[config.mk]
export PLATFORM = sky130hd
export DESIGN_NAME = keypad_scanner
export DESIGN_NICKNAME = d
export VERILOG_FILES = /design/src/rtl/keypad_scanner.sv
export SDC_FILE = /design/constraint.sdc
export NUM_CORES = 1
export LEC_CHECK = 0
export ABC_AREA = 1
export CAP_MARGIN = 20
export CORE_AREA = 8 8 155 99
export DETAILED_ROUTE_END_ITERATION = 16
export DIE_AREA = 0 0 163 107
export PLACE_DENSITY = 0.74
export SLEW_MARGIN = 20
export SYNTH_ARGS = -nofsm -noshare
export SYNTH_HDL_FRONTEND = slang
export SYNTH_SLANG_ARGS = --single-unit
[constraint.sdc]
create_clock -name clk -period 3.2 [get_ports clk]
set_clock_uncertainty 0.15 [all_clocks]
set_input_delay 0.8 -clock clk [delete_from_list [all_inputs] [get_ports clk]]
set_output_delay 0.8 -clock clk [all_outputs]
set_load 0.01 [all_outputs]
[src/rtl/keypad_scanner.sv]
// 4x4 key matrix scanner: rotating active-low row drive, per-key debounce,
// press/release events queued in a 4-deep FIFO behind a small register map.

module keypad_debounce #(
    parameter int DEBOUNCE_SCANS = 4
) (
    input  logic clk,
    input  logic rst,
    input  logic sample,
    input  logic raw,
    output logic state,
    output logic flip
);
    logic [3:0] cnt;

    // flip fires on the sample that would bring the counter up to DEBOUNCE_SCANS
    assign flip = sample && (raw != state) && (cnt == 4'(DEBOUNCE_SCANS - 1));

    always_ff @(posedge clk) begin
        if (rst) begin
            state <= 1'b0;
            cnt   <= '0;
        end else if (sample) begin
            if (raw == state || flip) cnt <= '0;
            else                      cnt <= cnt + 4'd1;
            if (flip) state <= raw;
        end
    end
endmodule

module keypad_scanner #(
    parameter int SCAN_DIV       = 8,
    parameter int DEBOUNCE_SCANS = 4
) (
    input  logic        clk,
    input  logic        rst,
    input  logic [1:0]  addr,
    input  logic        write_enable,
    input  logic [31:0] write_data,
    output logic [31:0] read_result,
    output logic        irq,
    output logic [3:0]  key_row,
    input  logic [3:0]  key_col
);
    localparam int NUM_KEYS   = 16;
    localparam int COLS       = 4;
    localparam int FIFO_DEPTH = 4;

    typedef struct packed {
        logic       press;
        logic [3:0] idx;
    } key_event_t;

    logic [15:0] ctr;
    logic [1:0]  row_idx;
    logic        scan_tick;

    assign scan_tick = (ctr == '0);
    assign key_row   = ~(4'b0001 << row_idx);

    always_ff @(posedge clk) begin
        if (rst) begin
            ctr     <= 16'(SCAN_DIV - 1);
            row_idx <= '0;
        end else if (scan_tick) begin
            ctr     <= 16'(SCAN_DIV - 1);
            row_idx <= row_idx + 2'd1;
        end else begin
            ctr <= ctr - 16'd1;
        end
    end

    logic [NUM_KEYS-1:0] state;
    logic [NUM_KEYS-1:0] flip;

    generate
        for (genvar k = 0; k < NUM_KEYS; k++) begin : g_key
            keypad_debounce #(.DEBOUNCE_SCANS(DEBOUNCE_SCANS)) u_db (
                .clk    (clk),
                .rst    (rst),
                .sample (scan_tick && (row_idx == 2'(k / COLS))),
                .raw    (~key_col[k % COLS]),
                .state  (state[k]),
                .flip   (flip[k])
            );
        end
    endgenerate

    logic [3:0] pending;
    logic [1:0] pend_row;
    logic [1:0] push_col;
    logic       push_vld;
    key_event_t push_evt;

    always_comb begin
        push_col = '0;
        for (int c = COLS - 1; c >= 0; c--)
            if (pending[c]) push_col = 2'(c);
    end

    assign push_vld       = |pending;
    assign push_evt.idx   = {pend_row, push_col};
    assign push_evt.press = state[{pend_row, push_col}];

    // flips only occur on a sample edge, so OR-ing them in needs no extra gating
    always_ff @(posedge clk) begin
        if (rst) begin
            pending  <= '0;
            pend_row <= '0;
        end else begin
            pending <= (pending & ~(push_vld ? (4'b0001 << push_col) : 4'b0000))
                     | flip[{row_idx, 2'b00} +: 4];
            if (scan_tick) pend_row <= row_idx;
        end
    end

    key_event_t [FIFO_DEPTH-1:0] fifo_mem;
    logic [1:0] wr_ptr, rd_ptr;
    logic [2:0] count;
    logic       nonempty, full, pop, push;
    logic       overflow, irq_en;
    key_event_t head;

    assign nonempty = (count != 3'd0);
    assign full     = (count == 3'(FIFO_DEPTH));
    assign pop      = write_enable && (addr == 2'd1) && nonempty;
    assign push     = push_vld && (!full || pop);
    assign head     = nonempty ? fifo_mem[rd_ptr] : '0;

    always_ff @(posedge clk) begin
        if (push) fifo_mem[wr_ptr] <= push_evt;
    end

    always_ff @(posedge clk) begin
        if (rst) begin
            wr_ptr   <= '0;
            rd_ptr   <= '0;
            count    <= '0;
            overflow <= 1'b0;
            irq_en   <= 1'b0;
        end else begin
            if (push) wr_ptr <= wr_ptr + 2'd1;
            if (pop)  rd_ptr <= rd_ptr + 2'd1;
            count <= count + 3'(push) - 3'(pop);
            // a dropped event in the same cycle as a clear keeps the flag set
            if (push_vld && !push)
                overflow <= 1'b1;
            else if (write_enable && addr == 2'd1 && write_data[16])
                overflow <= 1'b0;
            if (write_enable && addr == 2'd2) irq_en <= write_data[0];
        end
    end

    always_comb begin
        read_result = '0;
        case (addr)
            2'd0:    read_result = {16'b0, state};
            2'd1:    read_result = {nonempty, 14'b0, overflow, 5'b0, count, 3'b0, head};
            2'd2:    read_result = {31'b0, irq_en};
            default: read_result = '0;
        endcase
    end

    assign irq = irq_en & nonempty;

    logic unused_wdata;
    assign unused_wdata = ^{write_data[31:17], write_data[15:1]};
endmodule

# --- Yosys cells after proc, flatten, opt, wreduce, memory -nomap -nowiden ---
# Index checks and enable logic that the tools add are counted.
# W data, S select, Z words.
op_classes:
  add_sub_neg: 22
  n_lt_le_gt_ge: 4
  eq_ne: 54
  shift: 3
  muxes: 32
  bitwise: 9
  n_reduce_logical: 85
ops:
  columns: ["operator", "n"]
  rows:
  - ["$pmux W32 S3", 1]
  - ["$mux W4", 17]
  - ["$add A4 B1 Y4 const B", 16]
  - ["$eq A4 B2 Y1 const B", 16]
  - ["$logic_and A1 B1 Y1", 43]
  - ["$reduce_and A2 Y1", 16]
  - ["$bwmux W20", 1]
  - ["$logic_or A1 B1 Y1", 17]
  - ["$eq A1 B1 Y1", 16]
  - ["$logic_not A16 Y1", 1]
  - ["$ne A1 B1 Y1", 16]
  - ["$shiftx A16 B5 Y4", 1]
  - ["$sub A16 B1 Y16 const B", 1]
  - ["$mux W5", 3]
  - ["$bmux W5 S2", 1]
  - ["$demux W5 S2", 1]
  - ["$mux W2", 4]
  - ["$not A4 Y4", 2]
  - ["$shl A1 B2 Y4 const A", 2]
  - ["$add A2 B1 Y2 const B", 3]
  - ["$eq A2 B2 Y1 const B", 3]
  - ["$lt A2 B3 Y1 const B", 2]
  - ["$lt A4 B5 Y1 const B", 1]
  - ["$and A4 B4 Y4", 1]
  - ["other kinds (16)", 24]
totals:
  reg_bits: 133
  word_cells: 258

# --- Longest topological paths before layout ---
depth:
  depth_word: 9
  mapped_depth: 14

# --- By module ---
# Synthesis repeated with hierarchy kept, for this count alone.
unflattened:
  hier_cells: 975
  area_unflattened_um2: 7050.5
modules_own_cells:
  columns: ["module", "n_inst", "cells_per_inst", "area_per_inst_um2", "seq_area_each_um2"]
  rows:
  - ["keypad_debounce", 16, 36, 256.5, 100.1]
  - ["keypad_scanner", 1, 399, 2946.6, 1261.2]

# --- Worst setup path before layout ---
# OpenSTA, ideal clock, no wires.
synth_timing:
  path_kind: "input-to-reg"
  startpoint: "input addr[1]"
  endpoint: "register count[2]"
  setup_ns: 0.121
  arrival_ns: 2.914
  required_ns: 2.929
  slack_ns: 0.015
  path_stages: 14
  cell_sequence: "inv_1 -> nand2_1 -> nor2_1 -> nand2_1 -> nand4_1 -> nand2_1 -> ha_1 -> inv_1 -> ha_1 -> inv_1 -> fa_1 -> xor2_1 -> o21ai_0 -> a21oi_1"
synth_between:
  elab_chain_len: 7
synth_lines:
  columns: ["item", "line_no", "source"]
  rows:
  - ["from (decl)", "37", "input logic [1:0] addr,"]
  - ["$eq A2 B1 Y1 *", "126", "assign pop = write_enable && (addr == 2'd1) && nonempty;"]
  - ["$logic_and A1 B1 Y1 * (2 in a row)", "126", null]
  - ["$logic_or A1 B1 Y1", "127", "assign push = push_vld && (!full || pop);"]
  - ["$logic_and A1 B1 Y1", "127", null]
  - ["$add A3 B1 Y3", "144", "count <= count + 3'(push) - 3'(pop);"]
  - ["$sub A3 B1 Y3 *", "144", null]
  - ["to (signal assigned)", "144", null]
  - ["to (decl)", "119", "logic [2:0] count;"]
# Every way passes the cells marked *; elsewhere a longest branch is shown, timed or not.
# A chain may end at the register's enable or synchronous reset.

# --- Final worst setup path ---
layout_timing:
  startpoint: "input addr[1]"
  endpoint: "output read_result[3]"
layout_between:
  elab_chain_len: 2
  elab_cells_between_ends: 4
layout_lines:
  columns: ["item", "line_no", "source"]
  rows:
  - ["$eq A2 B2 Y1, or another cell as far along", "156", "case (addr)"]
  - ["$pmux W32 S3 *", "156", null]
  - ["to (decl)", "40", "output logic [31:0] read_result,"]
# Marks and branches as above.

==> flow_summary.yaml <==
outcome:
  outcome: "complete, no violations"
worst_setup_path:
  rrSetupSlack_ns: 0.64
  worstReg2RegStart: "count[2]"
  timing.critical_path.fanout_max: 6
  reg2regPathDepth: 13
  critical_path_class: "in -> out"
  critPathSlowestCell: "sky130_fd_sc_hd__clkdlybuf4s50_1"
  slowest_delay_ns: 0.51
  startpoint_type: "input port"
  worstPathCellList: "clkdlybuf4s50_1, inv_1, nand2_1, nor2_2, buf_4, a22o_1, dlygate4sd2_1"
  wp_data_required_ns: 2.25
  kind_of_cell_adding_the_most_delay_to_the_critical_path: "buffers and inverters"
  timing.critical_path.buf_inv: 4
  critical_path_arrival_ns: 2.17
  endpoint_kind: "output pin"
  crit-reg2reg-capture: "count[2]"
drt:
  vias: 5714
  post_drt_wl_per_cell_um: 14.5
  drtAntennaViolNets: 0
  totalWireLength_um: 16000
  drt-vias-per-instance: 5.18
  drcViolationCount: 0
  drt-initial-drc-count: 483
  firstDrtPassIters: 5
place:
  worst_slack_at_placement_ns: -0.167
  io_buffer_count: 33
  gp_routability_congestion: 0.858
  detailed_place_hpwl_um: 11600
logic_synthesis:
  count_of_flip_flops_with_a_built_in_enable_after_synthesis: 20
  ys_ff_latch: 133
  synth_cell_type_count: 40
  dominantRegCellSynth: "sky130_fd_sc_hd__dfxtp_1"
  synth.avg_cell_area_um2: 7.75
  postSynthCellCount: 870
  synth.top_cell.area_share: 0.336
  synth-seq-area-share: 0.425
  synthDominantAreaCellType: "sky130_fd_sc_hd__dfxtp_1"
  post_synth_main_area_contributors: "sky130_fd_sc_hd__dfxtp_1 34%, sky130_fd_sc_hd__edfxtp_1 8.9%, sky130_fd_sc_hd__nor2_1 8.5%, sky130_fd_sc_hd__nand2_1 7.1%, sky130_fd_sc_hd__ha_1 5.0%"
  mappedNetlistArea_um2: 6740
  synth_async_sr_flop_share: 0
  synth-warning-count: 0
global_routing:
  gr-usage-all-layers: 0.191
  grt_antenna_before_repair: 0
  grt_first_pass_wirelength_um: 26700
  first_global_vias: 5229
  pin_count_of_the_biggest_net_entering_global_routing: 31
  grt_remaining_overflow: 0
clock_tree:
  ctsHtreeMaxLevel: 4
  tritoncts: "yes"
  hold_buffers: 0
  number_of_buffers_inserted_to_repair_setup_after_cts: 0
  tritoncts.num_buffers: 17
  cts.sink_count: 133
  cts_root_buf: "sky130_fd_sc_hd__clkbuf_16"
  cts_max_path_buffers: 2
  post_cts_resized: 15
  worstSkewPairLatency_ns: 0.42
  clkTransAtPathRegs_ns: 0.06
cells_and_area:
  mostFrequentLayoutCells: "150 x sky130_fd_sc_hd__nor2_1, 128 x sky130_fd_sc_hd__nand2_1, 113 x sky130_fd_sc_hd__dfxtp_1"
  area_growth_syn_to_layout_pct: 16.2
  most_frequent_standard_cell_in_the_layout_excluding_fill_and_tap_cells: "sky130_fd_sc_hd__nor2_1"
  post_route_cells_drive_above_1_share: 0.0797
  antennaDiodeCount: 0
  finish.net_count: 985
die:
  core-area_um2: 13100
  design.portCount: 78
  floorplan.initialDensity: 0.513
  die_area_um2: 17400
  die_x_um: 163
  rows: 33
  chipHeight_um: 107
timing:
  tightest_slew_ns: 0.587
  worst_hold_slack_ns: 0.258
  final.period_utilization: 0.976
  rsz_0062_raised_after_global_routing: "false"
  worst_slew_margin_rel: 0.607
  final_critical_path_setup_slack_ns: 0.0760
  final_hold_fails: 0
  finalCriticalPeriod_ns: 3.12
  clock.fmax_ghz: 0.320
  timing.final.setup_violations: 0
  slew_violations: 0
  finalSetupTns_ns: 0
power:
  power_density_normalized_to_cell_area_nw_per_um2: 489
  ir_worst_vdd_v: 0.000296
  total_power_uw: 3830
  leakage_uw: 0.00330
job:
  max_cap_viol_count: 0
hold_path:
  worstHoldPathCells: 1
  hold_class: "reg -> reg"
  timing.hold.worst.start: "ctr[0]"
  worstHoldEndpoint: "ctr[0]"
-- sequential cells by signal, summed over array words and instances, names as in the netlist --
signal            cells
count                 3
ctr                  16
fifo_mem             20
g_key.u_db.cnt       64
g_key.u_db.state     16
irq_en                1
overflow              1
pend_row              2
pending               4
rd_ptr                2
row_idx               2
wr_ptr                2
-- worst max path at each step --
stage / slack (ns) / depth (start not counted) / startpoint / endpoint
after global routing: 0.01 / 7 / addr[1] / read_result[3]
after CTS: 0.002 / 5 / addr[0] / read_result[31]
after global placement: -0.14 / 8 / addr[1] / read_result[4]
after detailed placement: -0.17 / 7 / addr[0] / read_result[4]
after floorplan: 0.02 / 14 / addr[1] / count[2]
final: 0.08 / 7 / addr[1] / read_result[3]
-- kinds of logic (layout without fill, tap and decap cells) --
kind of cell,count (synthesis),after routing,share of synthesized area
AO/OA/AOI/OAI,132,132,0.107
buffers and inverters,122,168,0.0806
XOR/XNOR,44,44,0.0572
other,1,14,0.000556
AND/OR/NAND/NOR,410,410,0.277
adder cells (fa/ha/maj),28,28,0.0531
flip-flops,133,133,0.425
-- per-layer routing --
metal  vias to the layer above  part of all wire  global-route usage
met5                         -                 0                   0
li1                       2943                 -                   -
met1                      2592              0.52               0.283
met3                        16             0.071              0.0559
met2                       163              0.40               0.262
met4                         0            0.0099              0.0482
-- per-stage QoR --
stage / std cells / util / cell area, um^2
floorplan: 883 / - / 6790
global placement: 1072 / 0.552 / 7250
detailed placement: 1072 / 0.552 / 7250
CTS: 1104 / 0.596 / 7820
global route: 1104 / 0.597 / 7840
finish: 1104 / 0.597 / 7840
-- cell usage after synthesis (12+ instances only) --
| cell type | instances |
|---|---|
| sky130_fd_sc_hd__buf_4 | 17 |
| sky130_fd_sc_hd__inv_1 | 80 |
| sky130_fd_sc_hd__dfxtp_1 | 113 |
| sky130_fd_sc_hd__nor3b_1 | 12 |
| sky130_fd_sc_hd__o21ai_0 | 46 |
| sky130_fd_sc_hd__ha_1 | 27 |
| sky130_fd_sc_hd__nor3_1 | 21 |
| sky130_fd_sc_hd__a21oi_1 | 60 |
| sky130_fd_sc_hd__edfxtp_1 | 20 |
| sky130_fd_sc_hd__clkbuf_1 | 13 |
| sky130_fd_sc_hd__nand4_1 | 29 |
| sky130_fd_sc_hd__nand2_1 | 128 |
| sky130_fd_sc_hd__xor2_1 | 37 |
| sky130_fd_sc_hd__nor2_1 | 152 |
| sky130_fd_sc_hd__nand3_1 | 40 |
-- worst reg2reg max path, cell delays in order, from the launching register on --
cell and delay [ns]:
sky130_fd_sc_hd__dfxtp_1 0.36, sky130_fd_sc_hd__nor3_1 0.35, sky130_fd_sc_hd__nor2_2 0.06, sky130_fd_sc_hd__nand2_1 0.11
sky130_fd_sc_hd__nand4_1 0.11, sky130_fd_sc_hd__nand2_1 0.10, sky130_fd_sc_hd__ha_1 0.23, sky130_fd_sc_hd__inv_1 0.06
sky130_fd_sc_hd__ha_1 0.13, sky130_fd_sc_hd__inv_1 0.05, sky130_fd_sc_hd__fa_1 0.37, sky130_fd_sc_hd__xor2_1 0.16
sky130_fd_sc_hd__o21ai_0 0.16, sky130_fd_sc_hd__a21oi_1 0.05
-- cell type report --
cell class	instances	area, um^2
fillers	1178	5300
inverters	84	315
repair buffers	52	460
clock buffers	17	425
well taps	175	219
multi-input cells	628	3390
flip-flops and latches	133	2860
clock inverters	15	164
-- power by group --
group	total [uW]	switching (uW)	internal (uW)
Clock	1960	752	1210
Sequential	1710	6.72	1700
Combinational	157	105	52.2
No activity file was read; power rests on OpenSTA's default activity.
